### src/rtl/regfile_we_sequencer.sv
// regfile_we_sequencer
// Registered write-enable decoder for the register file. Each cycle the accepted
// write-select requests are decoded to a (multi-)hot enable vector that appears one
// cycle later. A clear sweep walks a one-hot enable across every register, one per
// cycle, so the file can be zeroed after boot or a flush.
//
// Ports:
//   clk          rising-edge clock
//   reset_n      asynchronous active-low reset
//   wr_valid     per-port write request
//   wr_sel       per-port register index, port p at [p*SEL_W +: SEL_W]
//   wr_ready     common accept for all ports (low during a sweep or while clr_req is high)
//   clr_req      start a clear sweep (sampled only while idle)
//   clr_busy     sweep in progress
//   clr_done     one-cycle pulse with the final sweep output
//   we_out       registered write-enable vector
//   err_collide  registered pulse when accepted ports target the same register
module regfile_we_sequencer #(
  parameter int unsigned SEL_W    = 5,
  parameter int unsigned NUM_WR   = 1,
  parameter bit          ZERO_REG = 1'b1
) (
  input  logic                      clk,
  input  logic                      reset_n,
  input  logic [NUM_WR-1:0]         wr_valid,
  input  logic [NUM_WR*SEL_W-1:0]   wr_sel,
  output logic                      wr_ready,
  input  logic                      clr_req,
  output logic                      clr_busy,
  output logic                      clr_done,
  output logic [(2**SEL_W)-1:0]     we_out,
  output logic                      err_collide
);

  localparam int unsigned OUT_W = 2 ** SEL_W;

  typedef enum logic {StIdle, StSweep} state_e;

  state_e              state_q;
  logic [SEL_W-1:0]    cnt_q;

  logic [NUM_WR-1:0]   accepted;
  logic [OUT_W-1:0]    write_vec;
  logic [OUT_W-1:0]    sweep_vec;
  logic                collide;

  assign wr_ready = (state_q == StIdle) && !clr_req;
  assign clr_busy = (state_q == StSweep);
  assign accepted = wr_valid & {NUM_WR{wr_ready}};

  // OR of the one-hot decodes of every accepted port; duplicates simply merge.
  always_comb begin
    write_vec = '0;
    for (int p = 0; p < NUM_WR; p++) begin
      if (accepted[p]) begin
        write_vec[wr_sel[p*SEL_W +: SEL_W]] = 1'b1;
      end
    end
    if (ZERO_REG) begin
      write_vec[OUT_W-1] = 1'b0;
    end
  end

  // Pairwise compare of accepted selects. Writes to the hardwired zero register
  // are dropped anyway, so they never count as a collision.
  always_comb begin
    collide = 1'b0;
    for (int p = 0; p < NUM_WR; p++) begin
      for (int q = p + 1; q < NUM_WR; q++) begin
        if (accepted[p] && accepted[q] &&
            (wr_sel[p*SEL_W +: SEL_W] == wr_sel[q*SEL_W +: SEL_W]) &&
            !(ZERO_REG && (&wr_sel[p*SEL_W +: SEL_W]))) begin
          collide = 1'b1;
        end
      end
    end
  end

  always_comb begin
    sweep_vec        = '0;
    sweep_vec[cnt_q] = 1'b1;
    if (ZERO_REG) begin
      sweep_vec[OUT_W-1] = 1'b0;
    end
  end

  always_ff @(posedge clk or negedge reset_n) begin
    if (!reset_n) begin
      state_q     <= StIdle;
      cnt_q       <= '0;
      we_out      <= '0;
      clr_done    <= 1'b0;
      err_collide <= 1'b0;
    end else begin
      unique case (state_q)
        StIdle: begin
          clr_done <= 1'b0;
          if (clr_req) begin
            // Index 0 is emitted on the starting edge; cnt already points at 1.
            we_out      <= {{(OUT_W-1){1'b0}}, 1'b1};
            cnt_q       <= {{(SEL_W-1){1'b0}}, 1'b1};
            err_collide <= 1'b0;
            state_q     <= StSweep;
          end else begin
            we_out      <= write_vec;
            err_collide <= collide;
          end
        end
        StSweep: begin
          we_out      <= sweep_vec;
          cnt_q       <= cnt_q + 1'b1;
          err_collide <= 1'b0;
          if (&cnt_q) begin
            clr_done <= 1'b1;
            state_q  <= StIdle;
          end else begin
            clr_done <= 1'b0;
          end
        end
        default: begin
          state_q <= StIdle;
        end
      endcase
    end
  end

endmodule

### config.mk
export PLATFORM = sky130hd
export DESIGN_NAME = regfile_we_sequencer
export DESIGN_NICKNAME = d
export VERILOG_FILES = /design/src/rtl/regfile_we_sequencer.sv
export SDC_FILE = /design/constraint.sdc
export NUM_CORES = 1
export LEC_CHECK = 0
export BUFFER_PORTS_ARGS = -buffer_cell sky130_fd_sc_hd__clkbuf_2
export CORE_ASPECT_RATIO = 0.8
export CORE_MARGIN = 8
export CORE_UTILIZATION = 40
export CTS_CLUSTER_DIAMETER = 40
export DETAILED_ROUTE_END_ITERATION = 7
export HOLD_SLACK_MARGIN = 0.15
export PLACE_DENSITY = 0.65
export SLEW_MARGIN = 0
export SYNTH_ARGS = -nofsm -noshare
export SYNTH_HDL_FRONTEND = slang
export SYNTH_SLANG_ARGS = --single-unit
### constraint.sdc
create_clock -name clk -period 1.72 [get_ports clk]
set_clock_uncertainty 0.15 [all_clocks]
set_input_delay 0.344 -clock clk [delete_from_list [all_inputs] [get_ports clk]]
set_output_delay 0.344 -clock clk [all_outputs]
set_load 0.02 [all_outputs]
==> results.json, run 1 <==
{
  "outcome": "finished clean",
  "placed_cells": 222,
  "num_antenna_cells": 0,
  "cts_tree": "built",
  "cts-root-buf": "clkbuf_8",
  "final_max_slew_viol_count": 0,
  "grt_pass1_wl_mm": 6.44,
  "synth_seq_cells": 38,
  "clkSinkCount": 38,
  "end_kind": "flop",
  "initial_core_util_pct": 41.9,
  "drt_pass1_iterations": 4,
  "io_buffers": 42,
  "path_cells": "ha_1 -> and3_1 -> ha_1 -> a22o_1",
  "fp.dieW_um": 86.6,
  "first_global_vias": 1313,
  "fin_crit_sh_pct": 94.7,
  "cts-htree-levels": 2,
  "hold_viol": 0,
  "yosys_warnings": 0,
  "num_rows": 20,
  "synth_common_cells": "dfrtp_1, o22ai_1, nand2_1, nand3_1, nand3b_1",
  "via_per_inst": 5.41,
  "dp.final_hpwl_mm": 2.78,
  "setup_violations": 0,
  "io_pins": 45,
  "synth_most_common_cell": "dfrtp_1",
  "holdWs_ns": 0.302,
  "ir_drop_uv": 710,
  "drc_errors": 0,
  "post-route-min-period_ns": 1.63,
  "synth_top_area_cell": "dfrtp_1",
  "syn_inst": 129,
  "insertion_delay_ns": 0.29,
  "worst_path_max_delay_cell": "dfrtp_1",
  "core_area_um2": 3800,
  "ys_types": 31,
  "wire_per_inst_um": 16.8,
  "criticalPathCategory": "reg -> reg",
  "dr_total_vias": 1255,
  "num-nets-final": 190,
  "totalWireLength_mm": 3.90,
  "drtIter0Drc": 140,
  "final_util_pct": 51.4,
  "clkSlewWorstSetupHoldPaths_ns": 0.07,
  "die_area_um2": 6270,
  "preCtsSetupSlack_ns": 0.102,
  "cp-start-kind": "flop",
  "synth-seq-area-share_pct": 59.7,
  "async_flop_share_pct": 100,
  "synthTopCellsByArea": "dfrtp_1, o22ai_1, ha_1",
  "synth_enable_flop_cells": 0,
  "drive_gt1_share_pct": 36.7,
  "power_density_nw_per_um2": 1510,
  "p_leak_nw": 0.963,
  "synthFlopType": "dfrtp_1",
  "reg2reg_setup_slack_ns": 0.09,
  "grt_usage_pct": 13.1,
  "timing.fmax_mhz": 614,
  "arrival_ns": 1.66,
  "tns_ns": 0,
  "setup_ws_ns": 0.0910,
  "power_mw": 2.96,
  "cp_slowest_stage_delay_ns": 0.44,
  "clockBufferDepth": 2,
  "syn-cell-area_um2": 1590,
  "routabilityCongestion": 0.807,
  "antenna_found_initial": 0,
  "stdcell_area_um2": 1960,
  "ant_nets": 0,
  "syn_avg_cell_area_um2": 12.4,
  "critPathRequiredTime_ns": 1.75,
  "crit_top_cell": "ha_1",
  "fin_cells": 232,
  "syn_to_final_growth_pct": 22.8,
  "cts_made_buffers": 5,
  "synth_top_area_share_pct": 59.7,
  "grt_max_degree": 19,
  "grt_setup_unrepaired": "no",
  "die_h_um": 72.5,
  "fillers": 358,
  "maxCapViolCount": 0,
  "place_area_um2": 1840,
  "hp-class": "in -> reg",
  "crit_fanout": 6,
  "overflow": 0
}
==> cell families (layout without fill, tap and decap cells) <==
| group | Yosys count | in the layout | synth area share (%) |
|---|---|---|---|
| compound gates | 37 | 37 | 15.2 |
| xor+xnor | 2 | 2 | 1.10 |
| fa+ha+maj | 5 | 5 | 3.92 |
| buf+inv | 10 | 57 | 4.00 |
| flops | 38 | 38 | 59.7 |
| other cells | 1 | 2 | 0.235 |
| simple gates | 36 | 36 | 15.9 |
==> timing repair <==
| action | in CTS | in global routing |
|---|---|---|
| setup endpoints to repair | 1 | 1 |
| hold buffers | 1 | 0 |
| setup buffers | 1 | 0 |
| endpoints found under the hold margin | 14 | 0 |
| pin swaps | 1 | 0 |
| resized for setup | 0 | 1 |
==> metal layers <==
| metal | GRT usage, % | part of all wire, % | vias up |
|---|---|---|---|
| li1 | - | - | 573 |
| met1 | 17.1 | 45 | 611 |
| met2 | 19.0 | 44 | 63 |
| met3 | 5.87 | 9.5 | 8 |
| met4 | 4.00 | 1.5 | 0 |
| met5 | 0 | 0 | - |
==> final cells by class <==
type	count	area, µm²	share of cell area (%)
Sequential cell	38	952	48.7
Multi-Input combinational cell	82	583	29.8
Timing Repair Buffer	47	250	12.8
Clock buffer	6	82.6	4.22
Tap cell	55	68.8	3.52
Clock inverter	2	12.5	0.639
Inverter	2	7.51	0.384
==> cells in the final DEF, fill, tap and decap left out, types with 2 or more instances in the layout <==
cell type  Yosys  layout
a22o_1         4       4
buf_4          2       4
clkbuf_2       0      42
clkbuf_8       0       6
conb_1         1       2
dfrtp_1       38      37
ha_1           5       5
inv_1          2       2
nand2_1        6       6
nand3_1        6       6
nand3b_1       6       6
nor2_1         2       2
nor3_1         2       2
o21ai_0        3       3
o22ai_1       27      27
or3b_2         5       5
==> sequential cells by signal, summed over array words and instances (netlist names) <==
name / flops
cnt_q: 5
clr_busy: 1
we_out: 31
clr_done: 1
==> power breakdown <==
group / internal (mW) / total, mW / switching [mW] / leakage [nW]
logic: 0.398 / 1.05 / 0.650 / 0.405
clock network: 0.322 / 0.623 / 0.302 / 0.0472
registers: 1.09 / 1.29 / 0.206 / 0.511
==> final timing paths <==
path / startpoint / end / depth (start not counted)
worst max-delay path: cnt_q[0]$_DFFE_PN0P_ / cnt_q[4]$_DFFE_PN0P_ / 4
worst min-delay path: clr_req / cnt_q[0]$_DFFE_PN0P_ / 3
worst max register to register: cnt_q[0]$_DFFE_PN0P_ / cnt_q[4]$_DFFE_PN0P_ / 4
worst min register to register: cnt_q[0]$_DFFE_PN0P_ / cnt_q[0]$_DFFE_PN0P_ / 1
max in group asynchronous: reset_n / we_out[22]$_DFF_PN0_ / 3
min in group asynchronous: reset_n / clr_done$_DFF_PN0_ / 2
==> worst max-delay path: cells and delay by family (launching register included) <==
| kind | cells | cell delay, ns |
|---|---|---|
| AND/OR/NAND/NOR | 1 | 0.19 |
| flip-flops | 1 | 0.44 |
| AO/OA/AOI/OAI | 1 | 0.21 |
| adder cells (fa/ha/maj) | 2 | 0.53 |
Note: power is estimated with default switching activity, not from simulation.
==> run 2: changes to the inputs <==
--- a/config.mk
+++ b/config.mk
@@ -12,7 +12,7 @@
 export CTS_CLUSTER_DIAMETER = 40
 export DETAILED_ROUTE_END_ITERATION = 7
 export HOLD_SLACK_MARGIN = 0.15
-export PLACE_DENSITY = 0.65
+export PLACE_DENSITY = 0.74
 export SLEW_MARGIN = 0
 export SYNTH_ARGS = -nofsm -noshare
 export SYNTH_HDL_FRONTEND = slang
==> results.json, run 2 (synthesis gave the netlist of run 1 again) <==
{
  "outcome": "finished clean",
  "hp-class": "in -> reg",
  "cts_tree": "built",
  "fin_crit_sh_pct": 94.3,
  "power.share.sequential_pct": 38.3,
  "fp.dieW_um": 86.6,
  "power_frac_comb_pct": 33.4,
  "cts.repair.resized": 0,
  "timing.fmax_mhz": 617,
  "tns_ns": 0,
  "num-nets-final": 192,
  "initial_core_util_pct": 41.9,
  "num_rows": 20,
  "clockBufferDepth": 2,
  "end_kind": "flop",
  "drtIter0Drc": 97,
  "setup_violations": 0,
  "drc_errors": 0,
  "largest_reg_flops": 31,
  "ir_drop_uv": 660,
  "clkSinkCount": 38,
  "num_antenna_cells": 0,
  "via_per_inst": 5.37,
  "power_frac_clock_pct": 28.3,
  "clkSlewWorstSetupHoldPaths_ns": 0.07,
  "syn_to_final_growth_pct": 27.4,
  "die_area_um2": 6270,
  "largest-register": "we_out",
  "drive_gt1_share_pct": 36.9,
  "antenna_found_initial": 0,
  "ant_nets": 0,
  "criticalPathCategory": "reg -> reg",
  "maxCapViolCount": 0,
  "dr_total_vias": 1256,
  "fillers": 354,
  "stdcell_area_um2": 2030,
  "crit_fanout": 5,
  "critPathRequiredTime_ns": 1.75,
  "dp.final_hpwl_mm": 2.86,
  "arrival_ns": 1.66,
  "first_global_vias": 1241,
  "core_area_um2": 3800,
  "overflow": 0,
  "setup_ws_ns": 0.0986,
  "routabilityCongestion": 0.795,
  "preCtsSetupSlack_ns": 0.102,
  "hold_viol": 0,
  "reg_top3": "we_out: 31 flops, cnt_q: 5 flops",
  "io_buffers": 42,
  "cp-start-kind": "flop",
  "power_mw": 3.27,
  "grt_max_degree": 21,
  "cts-root-buf": "clkbuf_8",
  "cts-htree-levels": 2,
  "insertion_delay_ns": 0.29,
  "swShare_pct": 35.0,
  "io_pins": 45,
  "totalWireLength_mm": 3.83,
  "grt_pass1_wl_mm": 6.13,
  "cts_made_buffers": 5,
  "p_int_mw": 2.12,
  "wire_per_inst_um": 16.4,
  "switchingPower_mw": 1.14,
  "place_area_um2": 1860,
  "grt_setup_unrepaired": "no",
  "power_density_nw_per_um2": 1610,
  "final_cell_mix": "clkbuf_2, dfrtp_1, o22ai_1",
  "grt_usage_pct": 12.8,
  "drt_pass1_iterations": 4,
  "layout_commonest_cell": "clkbuf_2",
  "final_max_slew_viol_count": 0,
  "post-route-min-period_ns": 1.62,
  "die_h_um": 72.5,
  "p_leak_nw": 1.00
}
run 2: metrics by stage:
step,utilization (%),instances,hold WS [ns]
finish,53.4,234,0.245
global placement,48.8,222,0.165
floorplan,-,130,-0.102
global route,53.4,234,0.265
CTS,52.8,231,0.279
detailed placement,48.8,222,0.178
run 2: area by class of cell:
class                           instances  area (µm²)  share of cell area, %
Inverter                                2        7.51                  0.370
Clock inverter                          2        60.1                   2.96
Tap cell                               55        68.8                   3.39
Timing Repair Buffer                   49         278                   13.7
Multi-Input combinational cell         82         583                   28.7
Sequential cell                        38         951                   46.8
Clock buffer                            6        82.6                   4.07
run 2: power by group through the flow:
stage	logic [mW]	registers, mW	clock network [mW]
after floorplan	0.655	1.35	0
after global routing	1.19	1.28	0.990
final	1.09	1.25	0.924
after CTS	1.08	1.25	0.947
after global placement	1.04	1.26	0
after detailed placement	1.08	1.27	0
run 2: path summary, 6_finish.rpt:
check	start	endpoint	slack, ns	cells past startpoint
hold / removal	clr_req	clr_busy$_DFF_PN0_	0.24	3
setup reg to reg	cnt_q[1]$_DFFE_PN0P_	cnt_q[4]$_DFFE_PN0P_	0.1	4
hold reg to reg	cnt_q[0]$_DFFE_PN0P_	cnt_q[0]$_DFFE_PN0P_	0.43	2
max in group asynchronous	reset_n	clr_done$_DFF_PN0_	0.56	3
min in group asynchronous	reset_n	we_out[9]$_DFF_PN0_	0.40	2
setup / recovery	cnt_q[1]$_DFFE_PN0P_	cnt_q[4]$_DFFE_PN0P_	0.1	4
run 2: worst max-delay path, stage by stage, from the launching register on:
cell,delay (ns)
dfrtp_1,0.43
ha_1,0.26
and3_1,0.20
ha_1,0.27
a22o_1,0.20
run 2: layer usage:
layer / GRT usage (%) / part of all wire [%] / wire length, µm / vias to the layer above
met2: 21.7 / 48 / 1840 / 48
met4: 4.00 / 1.3 / 51 / 0
met1: 14.1 / 43 / 1650 / 624
met5: 0 / 0 / 0 / -
li1: - / - / - / 579
met3: 5.64 / 7.7 / 295 / 5
run 2: repair_timing:
item / 4_1_cts / 5_1_grt
hold endpoints to repair: 19 / 0
endpoints found under the setup margin: 0 / 1
hold buffers: 1 / 0
setup buffers: 0 / 3
==> run 3: changes to the inputs <==
--- a/config.mk
+++ b/config.mk
@@ -8,11 +8,11 @@
 export BUFFER_PORTS_ARGS = -buffer_cell sky130_fd_sc_hd__clkbuf_2
 export CORE_ASPECT_RATIO = 0.8
 export CORE_MARGIN = 8
-export CORE_UTILIZATION = 40
+export CORE_UTILIZATION = 51
 export CTS_CLUSTER_DIAMETER = 40
 export DETAILED_ROUTE_END_ITERATION = 7
 export HOLD_SLACK_MARGIN = 0.15
-export PLACE_DENSITY = 0.74
+export PLACE_DENSITY = 0.88
 export SLEW_MARGIN = 0
 export SYNTH_ARGS = -nofsm -noshare
 export SYNTH_HDL_FRONTEND = slang
==> results.json, run 3 (synthesis gave the netlist of run 1 again) <==
{
  "outcome": "finished clean",
  "hold_viol": 0,
  "clockBufferDepth": 2,
  "drc_errors": 0,
  "drtIter0Drc": 146,
  "via_per_inst": 5.72,
  "crit_fanout": 14,
  "fin_crit_sh_pct": 96.2,
  "dr_total_vias": 1246,
  "stdcell_area_um2": 1980,
  "cts_made_buffers": 5,
  "layout_commonest_cell": "clkbuf_2",
  "ant_nets": 0,
  "arrival_ns": 1.16,
  "grt_max_degree": 21,
  "hold_start": "clr_req",
  "hold_depth": 3,
  "wire_per_inst_um": 16.2,
  "num-nets-final": 192,
  "cts-htree-levels": 2,
  "insertion_delay_ns": 0.28,
  "setup_violations": 0,
  "overflow": 0,
  "fillers": 240,
  "timing.fmax_mhz": 604,
  "hp-class": "in -> reg",
  "r2r_start": "cnt_q[1]$_DFFE_PN0P_",
  "drive_gt1_share_pct": 37.1,
  "io_buffers": 42,
  "end_kind": "output port",
  "fp.dieW_um": 78.5,
  "antenna_found_initial": 0,
  "routabilityCongestion": 0.849,
  "reg2reg_depth": 4,
  "reg_top3": "we_out: 31 flops, cnt_q: 5 flops",
  "grt_usage_pct": 14.7,
  "syn_to_final_growth_pct": 24.4,
  "critPathRequiredTime_ns": 1.23,
  "clkSinkCount": 38,
  "grt_pass1_wl_mm": 5.91,
  "ir_drop_uv": 742,
  "clkSlewWorstSetupHoldPaths_ns": 0.07,
  "min_to": "cnt_q[0]$_DFFE_PN0P_",
  "initial_core_util_pct": 52.4,
  "largest_reg_flops": 31,
  "grt_setup_unrepaired": "no",
  "die_h_um": 66.0,
  "post-route-min-period_ns": 1.65,
  "power_density_nw_per_um2": 1560,
  "num_antenna_cells": 0,
  "largest-register": "we_out",
  "num_rows": 18,
  "first_global_vias": 1202,
  "place_area_um2": 1840,
  "dp.final_hpwl_mm": 2.63,
  "totalWireLength_mm": 3.54,
  "core_area_um2": 3040,
  "final_cell_mix": "clkbuf_2, dfrtp_1, o22ai_1",
  "cp-start-kind": "flop",
  "maxCapViolCount": 0,
  "p_leak_nw": 0.989,
  "io_pins": 45,
  "cts_tree": "built",
  "criticalPathCategory": "reg -> out",
  "tns_ns": 0,
  "drt_pass1_iterations": 4,
  "final_max_slew_viol_count": 0,
  "cts-root-buf": "clkbuf_8",
  "die_area_um2": 5180,
  "timing.rr.end": "cnt_q[4]$_DFFE_PN0P_",
  "reg2reg_setup_slack_ns": 0.11
}
run 3: cell types whose count changed in the layout (fill, tap and decap cells not counted), sizes merged:
cell    before  now
bufinv       2    1
run 3: metal layers:
metal,track usage [%],vias up,part of all wire [%]
met2,22.6,82,46
met4,4.84,0,1.2
met3,6.39,6,12
li1,-,573,-
met1,18.1,585,40
met5,0,-,0
run 3: repair_timing:
action | in CTS | in global routing
pin swaps | 0 | 1
gates resized for setup | 1 | 0
buffers inserted | 0 | 3
endpoints found under the hold margin | 19 | 0
setup endpoints to repair | 2 | 1
cloned | 0 | 0
hold buffers | 1 | 0
run 3: layout make-up:
cell class                 count  area (µm²)  area share (%)
sequential                    38         952            48.0
multi-input combinational     82         583            29.4
timing repair buffer          49         278            14.0
clock buffer                   6        82.6            4.16
tap                           40        50.0            2.52
clock inverter                 1        30.0            1.51
inverter                       2        7.51           0.379
run 3: how the worst max path moves through the flow:
stage                         start                   end  depth (start not counted)
2_1_floorplan  cnt_q[0]$_DFFE_PN0P_  cnt_q[4]$_DFFE_PN0P_                          4
3_3_place_gp   cnt_q[1]$_DFFE_PN0P_  cnt_q[4]$_DFFE_PN0P_                          4
3_5_place_dp   cnt_q[1]$_DFFE_PN0P_  cnt_q[4]$_DFFE_PN0P_                          4
4_1_cts          clr_busy$_DFF_PN0_              wr_ready                          2
5_1_grt          clr_busy$_DFF_PN0_              clr_busy                          2
6_report         clr_busy$_DFF_PN0_              clr_busy                          2
run 3: per-stage QoR:
step / hold WS [ns] / std cells / total power, mW / util (%) / setup slack [ns]
6_report: 0.300 / 218 / 3.08 / 65.2 / 0.0654
5_1_grt: 0.333 / 218 / 3.28 / 65.2 / 0.0250
3_5_place_dp: 0.167 / 207 / 2.34 / 60.4 / 0.119
2_1_floorplan: -0.102 / 130 / 2.01 / - / 0.162
4_1_cts: 0.286 / 215 / 3.09 / 64.5 / 0.0279
3_3_place_gp: 0.160 / 207 / 2.29 / 60.4 / 0.168
run 3: worst max-delay path: stages, from the launching register on:
cell and delay (ns):
dfrtp_2 0.46, buf_4 0.22, clkbuf_2 0.19
run 3: where the power goes:
| part | internal [mW] | switching, mW | total, mW | leakage [nW] |
|---|---|---|---|---|
| combinational | 0.422 | 0.668 | 1.09 | 0.421 |
| sequential | 1.09 | 0.168 | 1.25 | 0.511 |
| clock | 0.463 | 0.277 | 0.740 | 0.0573 |
